## src/rtl/fixed_p_std_sdiv_pipe.sv

```systemverilog
// fixed_p_std_sdiv_pipe
// Sequential signed fixed-point divider with a go/done handshake.
// Restoring long division on operand magnitudes retires one quotient bit
// per cycle. The dividend is pre-scaled by 2^FRACT_WIDTH so the quotient
// keeps the operand format. The sign is applied when the result is written.
module fixed_p_std_sdiv_pipe #(
    parameter int WIDTH       = 32,
    parameter int INT_WIDTH   = 8,
    parameter int FRACT_WIDTH = 24
) (
    input  logic             clk,
    input  logic             reset,
    input  logic             go,
    input  logic [WIDTH-1:0] left,
    input  logic [WIDTH-1:0] right,
    output logic [WIDTH-1:0] out_quotient,
    output logic [WIDTH-1:0] out_remainder,
    output logic             done
);

    // One iteration per bit of the scaled dividend.
    localparam int N  = WIDTH + FRACT_WIDTH;
    localparam int CW = $clog2(N + 1);
    localparam logic [CW-1:0] LAST_ITER = CW'(N - 1);

    // The integer/fraction split has to add up to the operand width.
    if (INT_WIDTH + FRACT_WIDTH != WIDTH) begin : g_bad_split
        $error("INT_WIDTH + FRACT_WIDTH must equal WIDTH");
    end

    typedef enum logic [1:0] {
        IDLE,
        BUSY,
        DONE
    } state_t;

    state_t state_q, state_d;

    logic [N-1:0]     dividend_q;
    logic [WIDTH-1:0] divisor_q;
    logic [WIDTH-1:0] rem_q;
    logic [WIDTH-1:0] quo_q;
    logic [CW-1:0]    iter_cnt;
    logic             sign_q;
    logic             sign_r;

    logic [WIDTH-1:0] left_mag;
    logic [WIDTH-1:0] right_mag;
    logic [WIDTH:0]   rem_shift;
    logic             rem_ge;
    logic [WIDTH-1:0] rem_diff;
    logic [WIDTH-1:0] rem_next;
    logic [WIDTH-1:0] quo_next;
    logic [WIDTH-1:0] quo_signed;
    logic [WIDTH-1:0] rem_signed;

    // State register; reset returns to IDLE and wins over everything else.
    always_ff @(posedge clk) begin
        if (reset) begin
            state_q <= IDLE;
        end else begin
            state_q <= state_d;
        end
    end

    // Next-state logic. A zero divisor skips the iterations and goes to DONE.
    always_comb begin
        state_d = state_q;
        case (state_q)
            IDLE: begin
                if (go) begin
                    state_d = (right == '0) ? DONE : BUSY;
                end
            end
            BUSY: begin
                if (iter_cnt == LAST_ITER) begin
                    state_d = DONE;
                end
            end
            DONE:    state_d = IDLE;
            default: state_d = IDLE;
        endcase
    end

    // One restoring-division step plus operand magnitudes and sign fix-up.
    // The partial remainder always stays below the divisor, so WIDTH bits
    // hold it between steps. Only the shifted value needs the extra bit.
    // Only the low WIDTH quotient bits are kept, because the higher bits
    // would be discarded anyway when the result wraps.
    always_comb begin
        left_mag   = left[WIDTH-1] ? -left : left;
        right_mag  = right[WIDTH-1] ? -right : right;
        rem_shift  = {rem_q, dividend_q[N-1]};
        rem_ge     = (rem_shift >= {1'b0, divisor_q});
        rem_diff   = rem_shift[WIDTH-1:0] - divisor_q;
        rem_next   = rem_ge ? rem_diff : rem_shift[WIDTH-1:0];
        quo_next   = (quo_q << 1) | {{(WIDTH-1){1'b0}}, rem_ge};
        quo_signed = sign_q ? -quo_next : quo_next;
        rem_signed = sign_r ? -rem_next : rem_next;
    end

    // Datapath: capture on accepted go, iterate while busy, and publish the
    // signed result on the last iteration so it is visible together with done.
    always_ff @(posedge clk) begin
        if (reset) begin
            dividend_q    <= '0;
            divisor_q     <= '0;
            rem_q         <= '0;
            quo_q         <= '0;
            iter_cnt      <= '0;
            sign_q        <= 1'b0;
            sign_r        <= 1'b0;
            out_quotient  <= '0;
            out_remainder <= '0;
            done          <= 1'b0;
        end else begin
            done <= 1'b0;
            case (state_q)
                IDLE: begin
                    if (go) begin
                        dividend_q <= {left_mag, {FRACT_WIDTH{1'b0}}};
                        divisor_q  <= right_mag;
                        rem_q      <= '0;
                        quo_q      <= '0;
                        iter_cnt   <= '0;
                        sign_q     <= left[WIDTH-1] ^ right[WIDTH-1];
                        sign_r     <= left[WIDTH-1];
                        if (right == '0) begin
                            out_quotient  <= '0;
                            out_remainder <= left;
                            done          <= 1'b1;
                        end
                    end
                end
                BUSY: begin
                    dividend_q <= dividend_q << 1;
                    rem_q      <= rem_next;
                    quo_q      <= quo_next;
                    iter_cnt   <= iter_cnt + 1'b1;
                    if (iter_cnt == LAST_ITER) begin
                        out_quotient  <= quo_signed;
                        out_remainder <= rem_signed;
                        done          <= 1'b1;
                    end
                end
                default: begin
                end
            endcase
        end
    end

endmodule

```

## config.mk

```make
export PLATFORM = sky130hd
export DESIGN_NAME = fixed_p_std_sdiv_pipe
export DESIGN_NICKNAME = d
export VERILOG_FILES = /design/src/rtl/fixed_p_std_sdiv_pipe.sv
export SDC_FILE = /design/constraint.sdc
export NUM_CORES = 1
export LEC_CHECK = 0
export BUFFER_PORTS_ARGS = -buffer_cell sky130_fd_sc_hd__buf_2
export CORE_ASPECT_RATIO = 1.1
export CORE_MARGIN = 2
export CORE_UTILIZATION = 55
export CTS_CLUSTER_SIZE = 20
export DETAILED_ROUTE_END_ITERATION = 12
export PLACE_DENSITY = 0.83
export SYNTH_ARGS = -nofsm -noshare
export SYNTH_HDL_FRONTEND = slang
export SYNTH_SLANG_ARGS = --single-unit
```

## constraint.sdc

```tcl
create_clock -name clk -period 7.08 [get_ports clk]
set_clock_uncertainty 0.2 [all_clocks]
set_input_delay 0.708 -clock clk [delete_from_list [all_inputs] [get_ports clk]]
set_output_delay 0.708 -clock clk [all_outputs]
set_load 0.01 [all_outputs]
```

Word level (Yosys, flattened, before mapping):

Cells that the tools add are included.

* $add $sub $neg: 6
* magnitude comparators: 1
* equal/unequal tests: 5
* mux-type cells: 28
* bitwise logic cells: 2
* reduce and logical (&&, ||, !) cells: 7

Operators with widths (number)
* 32-bit 2-to-1 mux: 12
* 32-bit case mux with 2 select lines: 3
* 32-bit negation: 4
* 56-bit case mux with 2 select lines: 1
* 31-bit case mux with 2 select lines: 1
* 56-bit 2-to-1 mux: 1
* 33-bit by 32-bit greater-or-equal comparator with 1-bit output: 1
* 32-bit logical NOT: 1
* 32-bit by 1-bit OR with 32-bit output: 1
* 32-bit subtractor: 1
* 6-bit case mux with 2 select lines: 1
* 6-bit by 1-bit adder with 6-bit output (second input constant): 1
* 6-bit equality test (second input constant): 1
* 2-bit 2-to-1 mux: 3
* 6-bit 2-to-1 mux: 1
* 2-bit != test (second input constant): 3
* 2-bit AND reduction: 3
* 2-bit case mux with 2 select lines: 1
* 4-bit AND reduction: 1
* 1-bit 2-to-1 mux: 3
* 2-bit by 1-bit equality test with 1-bit output (second input constant): 1
* 2-bit logical NOT: 1
* 1-bit case mux with 2 select lines: 1
* 2-bit nonzero test: 1
* 1-bit XOR: 1

* register bits after elaboration: 226
* bits of input ports: 67
* output and inout port bits: 65
* logic and storage cells: 60

Longest topological paths before layout:

* depth in word-level cells: 6
* depth in mapped cells: 25
* mapped depth without buffers: 20

Worst setup path after synthesis:

OpenSTA, ideal clock, no wires.

* kind: register to register
* start: register divisor_q[26]
* end: register out_remainder[28]
* setup time: 0.086 ns
* data arrival time: 4.858 ns
* required time: 6.794 ns
* slack: 1.935 ns
* cell stages (with the launch flop): 26
* path buffers: 5
* period minus slack after synthesis: 5.145 ns
* cells stage by stage: dfxtp_1 inv_1 ha_1 buf_2 nand4_1 or3b_4 and3_4 a31o_4 nand2_4 buf_6 buf_2 buf_2 buf_2 nand2_1 o21ai_0 ha_1 inv_1 nor4_1 nand2_1 or4_1 o31a_1 nand4b_2 nor4_4 a21oi_1 xor2_1 a221oi_2

* longest elaborated chain between the ends: 6
* elaborated cells between the ends (all ways): 7
* classes of those cells: add/sub (2); order compare (1); mux (4)

RTL lines
* start: declaration: line 40 `logic [WIDTH-1:0] divisor_q;`
* start signal: assignment: line 122 `divisor_q <= right_mag;`
* 32-bit subtractor or 33-bit by 32-bit greater-or-equal comparator with 1-bit output (tied branches): line 95, 94
* 32-bit 2-to-1 mux (*): line 96 `rem_next = rem_ge ? rem_diff : rem_shift[WIDTH-1:0];`
* 32-bit negation: line 99 `rem_signed = sign_r ? -rem_next : rem_next;`
* 32-bit 2-to-1 mux (*): line 99
* 32-bit 2-to-1 mux (*): line 140 `if (iter_cnt == LAST_ITER) begin`
* 32-bit case mux with 2 select lines (*): line 118 `case (state_q)`
* end signal: assignment: line 130 `out_remainder <= left;`
* end signal: assignment: line 142 `out_remainder <= rem_signed;`
* end: declaration: line 17 `output logic [WIDTH-1:0] out_remainder,`

Every way passes the cells marked *; elsewhere a longest branch is shown, timed or not. The select of a mux whose other input is x is not followed.
A chain may end at the register's enable or synchronous reset.

Worst setup path in the final report:

* start: register rem_q[1]
* end: register out_remainder[28]

* longest elaborated chain between the ends: 6
* elaborated cells between the ends (all ways): 7
* classes of those cells: add/sub (2); order compare (1); mux (4)

RTL lines
* start: declaration: line 41 `logic [WIDTH-1:0] rem_q;`
* start signal: assignment: line 137 `rem_q <= rem_next;`
* 32-bit subtractor or 33-bit by 32-bit greater-or-equal comparator with 1-bit output (tied branches): line 95, 94
* 32-bit 2-to-1 mux (*): line 96
* 32-bit negation: line 99
* 32-bit 2-to-1 mux (*): line 99
* 32-bit 2-to-1 mux (*): line 140
* 32-bit case mux with 2 select lines (*): line 118

Marked as above.

==> qor.csv <==
metric;value;unit
required;7.31;ns
diodes;0;
worstMarginPinSlew;1.24;ns
ys.flop_type;dfxtp_1;
path_class;reg2reg;
rsz0062_at_grt;no;
syn_inst;1754;
yosysUniqueCellTypes;90;
arrival;5.85;ns
ctsHoldBuffers;0;
grt_overflow;0;
ys_async_sr_fraction;0;%
place_ws;1.54;ns
fmax;0.178;GHz
maxSlewViolCount;0;
r2r_slack;1.46;ns
cts_resized;0;
powerDensity;214;nW/um^2
coreArea;23500;um^2
critPathLaunchType;flop;
cp_max_fo;48;
dp_cells;2073;
die_h;166;um
synth_seq_area_share;30.9;%
gp_congestion;0.964;
cts_root_buffer;clkbuf_16;
path_clk_slew;0.06;ns
place_hpwl;25800;um
tns;0;ns
drt_iter0_drc;1287;
die_area;25100;um^2
numPortBuffers;131;
drt_wl_total;36600;um
ys.warnings.count;0;
nNetsFinal;1899;
syn_area;13100;um^2
die_w;151;um
via_count;12900;
ys_ff_latch;202;
syn_area_per_cell;7.46;um^2
end_kind;flop;
grt_pass1_wl;59400;um
relSlewSlack;16.9;%
synth_edf_count;0;
ir_drop;0.000127;V
clock-sinks;202;
clock_latency;0.53;ns
antenna_found_initial;0;
cts_post_setup_buffers_inserted;0;
drv_cap;0;
cts_tree;done;
drc;0;
viasPerCell;6.11;
synth_nets;1859;
fin_cells;2116;
hp-class;reg2reg;
status;completed;
grt_pass1_vias;11800;
rows;59;
routedWlPerCell;17.3;um
drtAntennaViolNets;0;
setup_viol_count_final;0;
drive_gt1_share;12.8;%
h-tree-depth;1;
period_share;79.3;%
ios;132;
period_minus_slack;5.62;ns
cts_buffer_depth;3;
syn2layout_area_growth;11.2;%
cts_buffers;24;
grt_max_degree;109;
fin_ws;1.46;ns
p_leak;5.86;nW
dr.pass1.iters;6;
hold_viol;0;
grt_use_total;28.3;%
start_util;55.6;%
==> registers in the layout, summed over array words and instances, names as in the netlist, 2 cells and up <==
signal,cells
iter_cnt,6
out_remainder,32
quo_q,31
divisor_q,32
state_q,2
rem_q,32
dividend_q,32
out_quotient,32
==> cell usage after synthesis, drive strengths merged, types with 4 or more instances <==
cell | count | area share, %
nand2 | 238 | 6.9
nor2 | 215 | 6.2
dfxtp | 202 | 31
a21oi | 139 | 5.5
o21ai | 87 | 3.4
clkbuf | 85 | 2.5
nand3 | 71 | 2.7
xnor2 | 69 | 4.6
xor2 | 62 | 4.1
inv | 52 | 1.5
a211oi | 46 | 2.7
a31oi | 42 | 2.0
buf | 41 | 1.4
ha | 37 | 3.5
o31ai | 33 | 2.0
a311oi | 32 | 2.1
nor3 | 32 | 1.3
a22oi | 27 | 1.6
or3 | 27 | 1.4
nand4 | 21 | 1.1
mux2i | 20 | 1.5
or4 | 16 | 0.97
and3 | 15 | 0.76
nand2b | 15 | 0.72
o211ai | 13 | 0.78
a21o | 12 | 0.69
o41ai | 10 | 0.87
or2 | 9 | 0.43
nor2b | 8 | 0.38
a211o | 7 | 0.48
nor4 | 7 | 0.45
o22ai | 7 | 0.38
a21boi | 4 | 0.26
a221oi | 4 | 0.45
and4 | 4 | 0.27
mux2 | 4 | 0.34
nand3b | 4 | 0.23
==> per-stage QoR <==
step                power [mW]  hold slack [ns]  cell area, um^2  util (%)
global placement          1.85            0.239            13700      58.4
floorplan                 1.70            0.232            13100         -
detailed placement        1.86            0.244            13700      58.4
finish                    3.12            0.249            14600      61.8
CTS                       3.12            0.251            14600      61.8
global route              3.25            0.268            14600      61.8
==> area by class of cell <==
type	count	area, um^2
multi-input combinational	1373	8390
clock buffer	31	677
sequential	202	4040
fill	2118	8980
timing repair buffer	140	729
inverter	53	199
tap	305	382
clock inverter	12	144
==> worst paths after layout <==
check,from,cells after the start,endpoint
worst max-delay path,rem_q[1],18,out_remainder[28]
worst min-delay path,out_quotient[10],2,out_quotient[10]
worst max register to register,rem_q[1],18,out_remainder[28]
worst min register to register,out_quotient[10],2,out_quotient[10]
==> metal layers <==
metal,vias to the layer above,track usage [%],wire length (um)
met3,61,4.15,3170
li1,6344,-,-
met5,-,0,0
met2,573,44.0,16200
met4,0,7.31,750
met1,5956,41.1,16500
==> critical path, cell delays in order, from the launching register on <==
cell and delay (ns):
dfxtp_1 0.37, ha_1 0.44, nor2_1 0.11, a211oi_2 0.41, o211ai_2 0.20, a211o_2 0.41
nand2_4 0.48, mux2i_1 0.35, ha_1 0.22, inv_1 0.07, nor4_1 0.26, nand2_1 0.12
or4_1 0.41, o31a_1 0.17, nand4b_2 0.32, nor4_4 0.36, a21oi_1 0.12, xor2_1 0.19
a221oi_2 0.27
==> cell families after synthesis <==
group                    synth area share, %
flip-flops                              30.9
multiplexers                            1.87
XOR/XNOR                                8.76
buffers and inverters                   5.41
AND/OR/NAND/NOR                         24.4
AO/OA/AOI/OAI                           25.0
adder cells (fa/ha/maj)                 3.69
==> where the power goes <==
group / internal [mW] / switching, mW
clock: 0.753 / 0.515
combinational: 0.219 / 0.414
sequential: 1.18 / 0.0322
total: 2.16 / 0.961
==> cell usage in the layout (no fill, tap or decap), drive strengths merged, types with 16 or more instances in the layout <==
| master | count |
|---|---|
| buf | 140 |
| inv | 54 |
| or4 | 16 |
| xnor2 | 69 |
| nor2 | 215 |
| nand2 | 238 |
| o31ai | 33 |
| nand3 | 71 |
| dfxtp | 202 |
| a22oi | 27 |
| clkbuf | 31 |
| a311oi | 32 |
| mux2i | 20 |
| a21oi | 139 |
| o21ai | 87 |
| a31oi | 42 |
| xor2 | 62 |
| or3 | 27 |
| nand4 | 21 |
| a211oi | 46 |
| nor3 | 32 |
| ha | 37 |
Power figures use the tool's default switching activity.
